### src/rtl/line_clearer.sv
// Post-commit line clearer: scans the playfield bottom-to-top, drops full rows,
// compacts the survivors downward and zero-fills the vacated top rows.
module line_clearer #(
  parameter int unsigned width_p  = 16,
  parameter int unsigned height_p = 32
) (
  input  logic                         clk_i,
  input  logic                         reset_ni,
  input  logic                         start_i,
  output logic                         busy_o,
  input  logic                         mem_ready_i,
  output logic [$clog2(height_p)-1:0]  read_addr_o,
  input  logic [width_p-1:0]           read_data_i,
  output logic [$clog2(height_p)-1:0]  write_addr_o,
  output logic [width_p-1:0]           write_data_o,
  output logic                         v_w_o,
  output logic                         done_o,
  output logic [$clog2(height_p):0]    lines_cleared_o
);

  localparam int unsigned AddrW = $clog2(height_p);
  localparam int unsigned PtrW  = AddrW + 1;

  localparam logic [1:0] StIdle = 2'd0;
  localparam logic [1:0] StScan = 2'd1;
  localparam logic [1:0] StFill = 2'd2;
  localparam logic [1:0] StDone = 2'd3;

  localparam logic [PtrW-1:0] RowBottom = PtrW'(height_p - 1);

  logic [1:0]      state_q, state_d;
  // Pointers carry one extra bit so stepping past row 0 is distinguishable.
  logic [PtrW-1:0] rd_q, rd_d;
  logic [PtrW-1:0] wr_q, wr_d;
  logic [PtrW-1:0] cnt_q, cnt_d;
  logic [PtrW-1:0] lines_q, lines_d;
  logic            row_full;

  assign row_full        = &read_data_i;
  assign busy_o          = (state_q != StIdle);
  assign lines_cleared_o = lines_q;

  always_comb begin
    state_d      = state_q;
    rd_d         = rd_q;
    wr_d         = wr_q;
    cnt_d        = cnt_q;
    lines_d      = lines_q;
    read_addr_o  = '0;
    write_addr_o = '0;
    write_data_o = '0;
    v_w_o        = 1'b0;
    done_o       = 1'b0;

    case (state_q)
      StIdle: begin
        if (start_i) begin
          rd_d    = RowBottom;
          wr_d    = RowBottom;
          cnt_d   = '0;
          state_d = StScan;
        end
      end

      StScan: begin
        read_addr_o = rd_q[AddrW-1:0];
        if (mem_ready_i) begin
          if (row_full) begin
            cnt_d = cnt_q + 1'b1;
          end else begin
            // A surviving row already in place needs no rewrite.
            if (wr_q != rd_q) begin
              v_w_o        = 1'b1;
              write_addr_o = wr_q[AddrW-1:0];
              write_data_o = read_data_i;
            end
            wr_d = wr_q - 1'b1;
          end
          rd_d = rd_q - 1'b1;
          if (rd_q == '0) begin
            if (cnt_d != '0) begin
              state_d = StFill;
            end else begin
              state_d = StDone;
              lines_d = cnt_d;
            end
          end
        end
      end

      StFill: begin
        if (mem_ready_i) begin
          v_w_o        = 1'b1;
          write_addr_o = wr_q[AddrW-1:0];
          if (wr_q == '0) begin
            state_d = StDone;
            lines_d = cnt_q;
          end else begin
            wr_d = wr_q - 1'b1;
          end
        end
      end

      StDone: begin
        done_o  = 1'b1;
        state_d = StIdle;
      end

      default: state_d = StIdle;
    endcase
  end

  always_ff @(posedge clk_i or negedge reset_ni) begin
    if (!reset_ni) begin
      state_q <= StIdle;
      rd_q    <= RowBottom;
      wr_q    <= RowBottom;
      cnt_q   <= '0;
      lines_q <= '0;
    end else begin
      state_q <= state_d;
      rd_q    <= rd_d;
      wr_q    <= wr_d;
      cnt_q   <= cnt_d;
      lines_q <= lines_d;
    end
  end

endmodule
### config.mk
export PLATFORM = sky130hd
export DESIGN_NAME = line_clearer
export DESIGN_NICKNAME = d
export VERILOG_FILES = /design/src/rtl/line_clearer.sv
export SDC_FILE = /design/constraint.sdc
export NUM_CORES = 1
export LEC_CHECK = 0
export BUFFER_PORTS_ARGS = -buffer_cell sky130_fd_sc_hd__buf_4
export CAP_MARGIN = 5
export CORE_UTILIZATION = 50
export DETAILED_ROUTE_END_ITERATION = 12
export GPL_TIMING_DRIVEN = 0
export PLACE_DENSITY = 0.77
export SLEW_MARGIN = 20
export SYNTH_ARGS = -nofsm -noshare
export SYNTH_HDL_FRONTEND = slang
export SYNTH_SLANG_ARGS = --single-unit
export TNS_END_PERCENT = 10
### constraint.sdc
create_clock -name clk_i -period 5.3 [get_ports clk_i]
set_input_delay 0.795 -clock clk_i [delete_from_list [all_inputs] [get_ports clk_i]]
set_output_delay 0.795 -clock clk_i [all_outputs]
set_load 0.005 [all_outputs]
-- Yosys cells after proc, flatten, opt, wreduce, memory -nomap -nowiden
Cells that the tools add are included.
W data, S select, Z words.
- flip-flop bits (word level): 26
- input port bits: 20
- output and inout bits: 35
- logic and storage cells: 76
- $add $sub $neg: 3
- equality and inequality tests: 12
- multiplexer cells: 43
- reduce and logical (&&, ||, !) cells: 13
- operator list (operator ; count):
    $mux W6 ; 16
    $mux W16 ; 4
    $pmux W6 S2 ; 3
    $mux W5 ; 5
    $pmux W6 S3 ; 1
    $ne A2 B2 Y1 const B ; 8
    $reduce_and A16 Y1 ; 1
    $logic_not A6 Y1 ; 2
    $reduce_and A6 Y1 ; 2
    $sub A6 B1 Y6 const B ; 2
    $mux W2 ; 5
    $pmux W5 S2 ; 1
    $pmux W2 S4 ; 1
    $add A6 B1 Y6 const B ; 1
    $mux W1 ; 6
    $ne A6 B6 Y1 ; 1
    $reduce_bool A2 Y1 ; 3
    $reduce_bool A6 Y1 ; 1
    $reduce_and A5 Y1 ; 1
    $eq A2 B2 Y1 const B ; 2
    $reduce_and A3 Y1 ; 1
    $reduce_bool A3 Y1 ; 1
    $eq A2 B1 Y1 const B ; 1
    $logic_not A2 Y1 ; 1
    $pmux W1 S2 ; 1

-- Longest topological paths before layout
Gate-level depths: netlist of the first run.
- word-level depth: 9
- gate-level depth with buffers: 8
- mapped depth without buffers: 8

-- Worst setup path before layout of the first run
No wires, ideal clock.
- path kind: input port to output port
- from: input port read_data_i[7]
- to: output port write_addr_o[0]
- arrival: 2096 ps
- data required time: 4505 ps
- setup slack: 2409 ps
- stages on the path: 6
- buffers on the path: 0
- cell sequence: nand4_1 > nor4_1 > a211oi_1 > a21oi_1 > nor2b_1 > and2_1
- cells in the longest elaborated chain, start to end: 4
- RTL lines (what ; line ; source):
    from (decl) ; 13 ; input logic [width_p-1:0] read_data_i,
    $reduce_and A16 Y1 ; 39 ; assign row_full = &read_data_i;
    $mux W5 ; 68 ; if (row_full) begin
    $mux W5 ; 67 ; if (mem_ready_i) begin
    $pmux W5 S2 ; 55 ; case (state_q)
    to (decl) ; 14 ; output logic [$clog2(height_p)-1:0] write_addr_o,
No other way between the ends.

-- Final worst setup path of the first run
- from: input port read_data_i[3]
- to: output port write_addr_o[4]
The elaborated chain is that of the path after synthesis.

==> summary.md, run 1 <==
| Metric | Value |
|---|---|
| # clock sinks | 26 |
| Slowest CP cell | nor4_1 |
| R2R Path End | lines_cleared_o[1]$_DFFE_PN0P_ |
| Crit path max fanout | 8 |
| Max Slew Vio Count | 0 |
| Nets | 305 |
| Vias in the first global route | 1631 |
| Mapped Area | about 1900 µm² |
| Peak Freq | 271 MHz |
| Pin count of the biggest net entering global routing | 27 |
| Avg Inst Size Synth | 8.81 µm² |
| Cells after Synth | 215 |
| Final setup vio count | 0 |
| Multiplexer share of the synthesized area | 0.0535 |
| Adder-cell area share of the yosys netlist | 0.0727 |
| CTS clk-pin slew, worst paths | 0.09 ns |
| Top-area cell type share of the netlist area | 0.211 |
| Antenna Violating Nets Remaining | 0 |
| Minimum clock period | 3.69 ns |
| Initial Util | 0.546 |
| Flop2flop setup slack | between 2 and 3 ns |
| Met2 usage | 0.382 |
| Routed via count | 1758 |
| Average wire per standard cell | 13.6 µm |
| Busiest grt layer | met2 |
| Largest family of logic cells by synthesized area | simple AND/OR/NAND/NOR gates |
| Yosys warning total | 0 |
| CTS root buffer | clkbuf_8 |
| Setup TNS | 0 ns |
| Critical path's largest stage delay | approximately 0.9 ns |
| Synthesized flop and latch total | 26 |
| VDD IR-drop max | 0.213 mV |
| DP Cell Count | about 320 |
| Number of library cell types mapped by synthesis | 36 |
| Global Route met3 Usage | 0.0217 |
| First-pass GRT wire length | 7220 µm |
| Core ar. | 3470 µm² |
| Max Cap Viol | 0 |
| Layout area overhead | 26.8% |
| Hold Path Class | input pin to async pin |
| Max Root-Sink Buffers | 2 |
| Post-synth EDFFs | 0 |
| Nature of the critical path startpoint | input pin |
| Hold buffers post-CTS | 0 |
| Ys async rst share | 1.00 |
| DIE WIDTH | 63.6 µm |
| Setup Buffers After CTS | 0 |
| All-Layer GR Usage | 0.224 |
| Most used cell, CP | buf_4 |
| Area leader, netlist | dfrtp_1 |
| # port buffers | 54 |
| CP endpoint kind | output pin |
| Top FF cell, synth | dfrtp_1 |
| Worst EP required | 4.51 ns |
| HPWL after DPL | 3320 µm |
| RSZ-0062 raised after global routing | false |
| Ant diodes | 0 |
| Crit-path cells | buf_4 > nand4_1 > nor4_1 > a211oi_1 > a21oi_1 > nor2b_1 > and2_1 > buf_4 |
| H-tree levels | 1 |
| Post-DR vias/cell | 5.51 |
| Gpl congestion | 0.812 |
| Num CTS Buffers | 3 |
| Layout cells sized above 1 | 0.293 |
| PostCTS Resize Cnt | 0 |
| Drt first pass iters | 4 |
| Drc violations | 0 |
| Slew headroom | 0.278 |
| Leakage | 1.14 nW |
| Grt ovf | 0 |
| Post-route insts no fill | about 320 |
| Iter 0 DRT Violations | 67 |
| Crit path kind | input pin to output pin |
| Register area share after synthesis | 0.350 |
| Post-synthesis simple-gate area fraction | 0.289 |
| CP bufs+invs | 2 |
| Clock Latency Late Sink | 0.27 ns |
| Met1 Track Usage GR | 0.295 |
| Final Util | 0.693 |
| Xor/xnor share of the synthesized area | 0.0832 |
| Worst Tran Pin Value | 1.07 ns |
| Power Density | between 300 and 400 nW/µm² |
| Num rows | 21 |
| Top cells by area, synth | dfrtp_1 (21%), dfstp_2 (14%), and2_1 (9.2%) |
| Tcrit/Tclk final | 0.697 |
| Die Y-Extent | 63.6 µm |
| DIE AREA | 4040 µm² |
| RR Startpoint | cnt_q[0]$_DFFE_PN0P_ |
| Skew final | roughly 0.0017 ns |
| Initial antenna violation count | 0 |
| Post-Route WL | between 4000 and 5000 µm |
| Critical Path AT | 2.90 ns |
| R2R depth | 7 |
| CTS tree | built |
| Post-Syn Nets | between 200 and 250 |
| # IOs | 55 |
| Post-synthesis compound-gate area fraction | 0.120 |
| Outcome | complete, no violations |
| Final hold viol count | 0 |
| Worst path top cell family by delay | simple AND/OR/NAND/NOR gates |
-- worst max-delay path by stage --
stage | from | to | slack (ns) | cells after the start
after floorplan | read_data_i[7] | write_addr_o[0] | 2.41 | 6
after global placement | read_data_i[3] | write_addr_o[3] | 1.64 | 8
after detailed placement | read_data_i[3] | write_addr_o[0] | 1.64 | 8
after CTS | read_data_i[3] | write_addr_o[4] | 1.58 | 8
after global routing | read_data_i[7] | write_addr_o[4] | 1.39 | 8
final | read_data_i[3] | write_addr_o[4] | 1.61 | 8
-- report_power, final --
part           switching [mW]  total, mW  internal (mW)  leakage, nW
sequential             0.0413      0.282          0.240        0.325
combinational           0.261      0.505          0.244        0.793
clock                  0.0638      0.116         0.0521       0.0231
-- registers in the layout, indices dropped and copies added, names as in the netlist --
signal	flops
cnt_q	6
lines_cleared_o	6
rd_q	6
wr_q	6
state_q	2
-- stage by stage --
step / total power [mW] / area (µm²) / worst slack [ns] / hold WS (ns)
after floorplan: 0.591 / 1890 / 2.41 / 0.486
after global placement: 0.781 / 2360 / 1.64 / 0.489
after detailed placement: 0.789 / 2360 / 1.64 / 0.495
after CTS: 0.909 / 2400 / 1.58 / 0.417
after global routing: 0.972 / 2400 / 1.39 / 0.427
final: 0.903 / 2400 / 1.61 / 0.411
-- logic make-up after synthesis --
group	count (synthesis)
AND/OR/NAND/NOR	101
AO/OA/AOI/OAI	34
flip-flops	26
XOR/XNOR	18
buffers and inverters	16
adder cells (fa/ha/maj)	11
multiplexers	9
-- cell type report --
class,instances,area (µm²)
fill,315,1070
multi-input combinational,173,1170
inverter,8,30.0
buffer,8,30.0
clock inverter,1,3.75
clock buffer,3,41.3
sequential,26,663
tap,46,57.6
timing repair buffer,54,405
-- per-layer routing --
metal	wire, µm	part of all wire	up-vias
met5	0	0	-
met3	224	0.052	6
met1	1980	0.46	816
met4	56	0.013	0
li1	-	-	864
met2	2080	0.48	72
-- placed cells by master (no fill, tap or decap), drive strengths merged, types with 4 or more instances in the layout --
master	n
buf	54
xor2	13
inv	8
nor2	14
o21ai	9
mux2	9
clkbuf	11
and2	28
nor3	4
nand4	6
nand2	21
nand3	9
nor4	4
dfrtp	16
a21oi	7
ha	11
a31oi	4
xnor2	5
dfstp	10
-- cells in the mapped netlist, types with 8 or more instances --
| library cell | number |
|---|---|
| mux2_2 | 9 |
| inv_1 | 8 |
| dfrtp_1 | 16 |
| clkbuf_1 | 8 |
| xor2_1 | 13 |
| nor2_1 | 14 |
| ha_1 | 11 |
| nand3_1 | 8 |
| dfstp_2 | 10 |
| o21ai_0 | 9 |
| and2_1 | 28 |
| nand2_1 | 21 |
Power figures use the tool's default switching activity.
==> run 2: changes to the inputs <==
--- a/config.mk
+++ b/config.mk
@@ -5,6 +5,7 @@
 export SDC_FILE = /design/constraint.sdc
 export NUM_CORES = 1
 export LEC_CHECK = 0
+export ABC_AREA = 1
 export BUFFER_PORTS_ARGS = -buffer_cell sky130_fd_sc_hd__buf_4
 export CAP_MARGIN = 5
 export CORE_UTILIZATION = 50
==> constraint.sdc (replaced) <==
create_clock -name clk_i -period 3.55 [get_ports clk_i]
set_input_delay 0.5325 -clock clk_i [delete_from_list [all_inputs] [get_ports clk_i]]
set_output_delay 0.5325 -clock clk_i [all_outputs]
set_load 0.005 [all_outputs]
==> run 2 against run 1 <==
Compared with the run above: die area increased by 5.8%; clock skew increased by 0.0015 ns; hold slack got worse by 0.26 ns; via count increased by 8.6%; clock power increased by 110%; critical endpoint unchanged; highest routed layer unchanged.
==> summary.md, run 2 <==
| Metric | Value |
|---|---|
| Crit path kind | flop to output pin |
| HPWL after DPL | 3690 µm (+11%) |
| CP bufs+invs | 4 (+2) |
| Peak Freq | 352 MHz |
| Post-route cell area | 2540 µm² (+5.9%) |
| Grt ovf | 0 (unchanged) |
| R2R depth | 10 (+3) |
| Setup Buffers After CTS | 0 (unchanged) |
| Vias in the first global route | 1821 (+12%) |
| Crit path max fanout | 10 (+2) |
| Met2 usage | 0.412 (+0.0307) |
| DP Cell Count | 392 (+24%) |
| Leakage | 1.47 nW (+28%) |
| VDD IR-drop max | 0.417 mV (+96%) |
| RR Startpoint | state_q[0]$_DFFE_PN0P_ |
| # port buffers | 54 (unchanged) |
| Layout area overhead | 26.7% (about the same) |
| Gpl congestion | 0.848 (+4.5%) |
| CP endpoint kind | output pin |
| Top-area cell type share of the netlist area | 0.199 (-0.0120) |
| Flop2flop setup slack | 1.44 ns (-1.48 ns) |
| Final setup vio count | 0 (unchanged) |
| Tcrit/Tclk final | 0.800 |
| Place WS | 0.988 ns (-0.656 ns) |
| Num CTS Buffers | 3 (unchanged) |
| Hold WS | 0.151 ns (-0.260 ns) |
| Largest family of logic cells by synthesized area | simple AND/OR/NAND/NOR gates |
| Most used cell, CP | nand2_1 |
| Total power | 1.58 mW (+75%) |
| Iter 0 DRT Violations | 120 (+79%) |
| All-Layer GR Usage | 0.244 (+0.0204) |
| # IOs | 55 (unchanged) |
| Max Root-Sink Buffers | 2 (unchanged) |
| Post-synthesis compound-gate area fraction | 0.103 (-0.0161) |
| Setup TNS | 0 ns (unchanged) |
| # fillers | 357 (+13%) |
| CTS root buffer | clkbuf_8 |
| Nature of the critical path startpoint | flop |
| Post-Route WL | 4590 µm (+5.8%) |
| Critical path's largest stage delay | 0.45 ns (-0.47 ns) |
| Global Route met3 Usage | 0.0365 (+0.0147) |
| Post-DR vias/cell | 4.82 (-12%) |
| Yosys warning total | 0 (unchanged) |
| Final hold viol count | 0 (unchanged) |
| Slowest CP cell | dfrtp_1 |
| Post-Syn Nets | 321 (+30%) |
| Slew headroom | 0.653 (+0.375) |
| Post-route insts no fill | 396 (+24%) |
| Final Util | 0.680 (-0.0128) |
| Drt first pass iters | 4 (unchanged) |
| Drc violations | 0 (unchanged) |
| Top cells by area, synth | dfrtp_1 (20%), dfstp_2 (13%), nand2_1 (13%) |
| DIE AREA | 4270 µm² (+5.8%) |
| Crit-path cells | inv_1 > ha_1 > buf_2 > nand2_1 > nor3_1 > inv_2 > nand2_1 > nand2_1 > nor2_1 > buf_4 |
| Mapped Area | 2010 µm² (+6.0%) |
| H-tree levels | 1 (unchanged) |
| Layout cells sized above 1 | 0.267 (-0.0258) |
| Worst Tran Pin Value | 0.520 ns (-0.553 ns) |
| Pin count of the biggest net entering global routing | 27 (unchanged) |
| PostCTS Resize Cnt | 0 (unchanged) |
| Busiest grt layer | met2 |
| Nets | 380 (+25%) |
| Register area share after synthesis | 0.330 (-0.0198) |
| Cells after Synth | 290 (+35%) |
| Num rows | 22 (+4.8%) |
| Met1 Track Usage GR | 0.324 (+0.0296) |
| Post-synth EDFFs | 0 (unchanged) |
| R2R Path End | state_q[0]$_DFFE_PN0P_ |
| Max Slew Vio Count | 0 (unchanged) |
| Outcome | complete, no violations |
| Top FF cell, synth | dfrtp_1 |
| Adder-cell area share of the yosys netlist | 0.0685 (-0.00412) |
| DIE WIDTH | 65.4 µm (+2.9%) |
| Hold buffers post-CTS | 0 (unchanged) |
| Most common cell after layout, fill and taps aside | nand2_1 |
| Area leader, netlist | dfrtp_1 |
| Initial Util | 0.536 (-0.00975) |
| Synth cell count leaders | nand2_1 (67), inv_1 (50), nor2_1 (37), nand3_1 (20), o21ai_0 (20) |
| Worst path top cell family by delay | buffers and inverters |
| Multiplexer share of the synthesized area | 0 (-0.0535) |
| Power Density | 619 nW/µm² (+65%) |
| Worst EP required | 3.02 ns (-1.49 ns) |
| Max Cap Viol | 0 (unchanged) |
| Critical Path AT | 2.31 ns (-0.59 ns) |
| Core ar. | 3740 µm² (+7.9%) |
| Die Y-Extent | 65.4 µm (+2.9%) |
| Skew final | 0.00321 ns (+0.00151 ns) |
| Synthesized flop and latch total | 26 (unchanged) |
| Ys async rst share | 1.00 (unchanged) |
| Antenna Violating Nets Remaining | 0 (unchanged) |
| CTS clk-pin slew, worst paths | 0.09 ns (about the same) |
| Post-synthesis simple-gate area fraction | 0.361 (+0.0714) |
| Most common cell in the netlist | nand2_1 |
| RSZ-0062 raised after global routing | false |
| Placed cell area | 2470 µm² (+4.9%) |
| Minimum clock period | 2.84 ns |
| Routed via count | 1910 (+8.6%) |
| Xor/xnor share of the synthesized area | 0.0305 (-0.0527) |
| Clock Latency Late Sink | 0.27 ns (about the same) |
| Number of library cell types mapped by synthesis | 33 (-8.3%) |
| Average wire per standard cell | 11.6 µm (-15%) |
| CTS tree | built |
| # clock sinks | 26 (unchanged) |
| Initial antenna violation count | 0 (unchanged) |
| Ant diodes | 0 (unchanged) |
| Setup ws final | 0.711 ns (-0.894 ns) |
| Commonest non-fill, non-tap cells in the layout | nand2_1 (67), buf_4 (54), inv_1 (50) |
| Avg Inst Size Synth | 6.92 µm² (-21%) |
| First-pass GRT wire length | 8160 µm (+13%) |
| Hold Path Class | input pin to async pin |
-- run 2: logic make-up (layout without fill, tap and decap cells) --
logic type | count (synthesis) | in the layout
xor gates and xnor gates | 7 | 7
DFF | 26 | 26
and+or+nand+nor | 156 | 156
adders and majority gates | 11 | 11
AOI/OAI and AO/OA | 35 | 35
buffers and inverters | 55 | 113
-- run 2: worst max-delay path by stage --
stage,from,to,slack [ns],depth (start not counted)
floorplan,state_q[1]$_DFFE_PN0P_,write_addr_o[0],1.37,9
global placement,state_q[1]$_DFFE_PN0P_,write_addr_o[4],1.06,10
detailed placement,state_q[1]$_DFFE_PN0P_,write_addr_o[4],0.99,10
CTS,state_q[1]$_DFFE_PN0P_,write_addr_o[4],0.67,10
global route,state_q[1]$_DFFE_PN0P_,write_addr_o[4],0.40,10
finish,state_q[1]$_DFFE_PN0P_,write_addr_o[4],0.71,10
-- run 2: cell type report --
type / count / area (µm²) / area share
clock buffers: 3 / 41.3 / 0.0162
inverters: 51 / 191 / 0.0752
well taps: 48 / 60.1 / 0.0236
repair buffers: 54 / 405 / 0.159
plain buffers: 4 / 22.5 / 0.00885
multi-input cells: 209 / 1130 / 0.444
clock inverters: 1 / 30.0 / 0.0118
flip-flops and latches: 26 / 663 / 0.261
-- run 2: where the power goes --
| group | internal, mW | total (mW) | switching (mW) |
|---|---|---|---|
| clock network | 0.151 | 0.248 | 0.0967 |
| logic | 0.367 | 0.887 | 0.520 |
| registers | 0.380 | 0.441 | 0.0613 |
| total | 0.898 | 1.58 | 0.678 |
-- run 2: layer usage --
layer | part of all wire | up-vias
met4 | 0.0054 | 0
met2 | 0.47 | 44
met3 | 0.038 | 2
met5 | 0 | -
met1 | 0.49 | 846
li1 | - | 1018
-- run 2: worst register-to-register path: cells and delay by family, from the launching register on --
kind | cells | cell delay (ns)
buffers and inverters | 2 | 0.20
flip-flops | 1 | 0.44
AO/OA/AOI/OAI | 3 | 0.74
adder cells (fa/ha/maj) | 1 | 0.29
AND/OR/NAND/NOR | 4 | 0.33
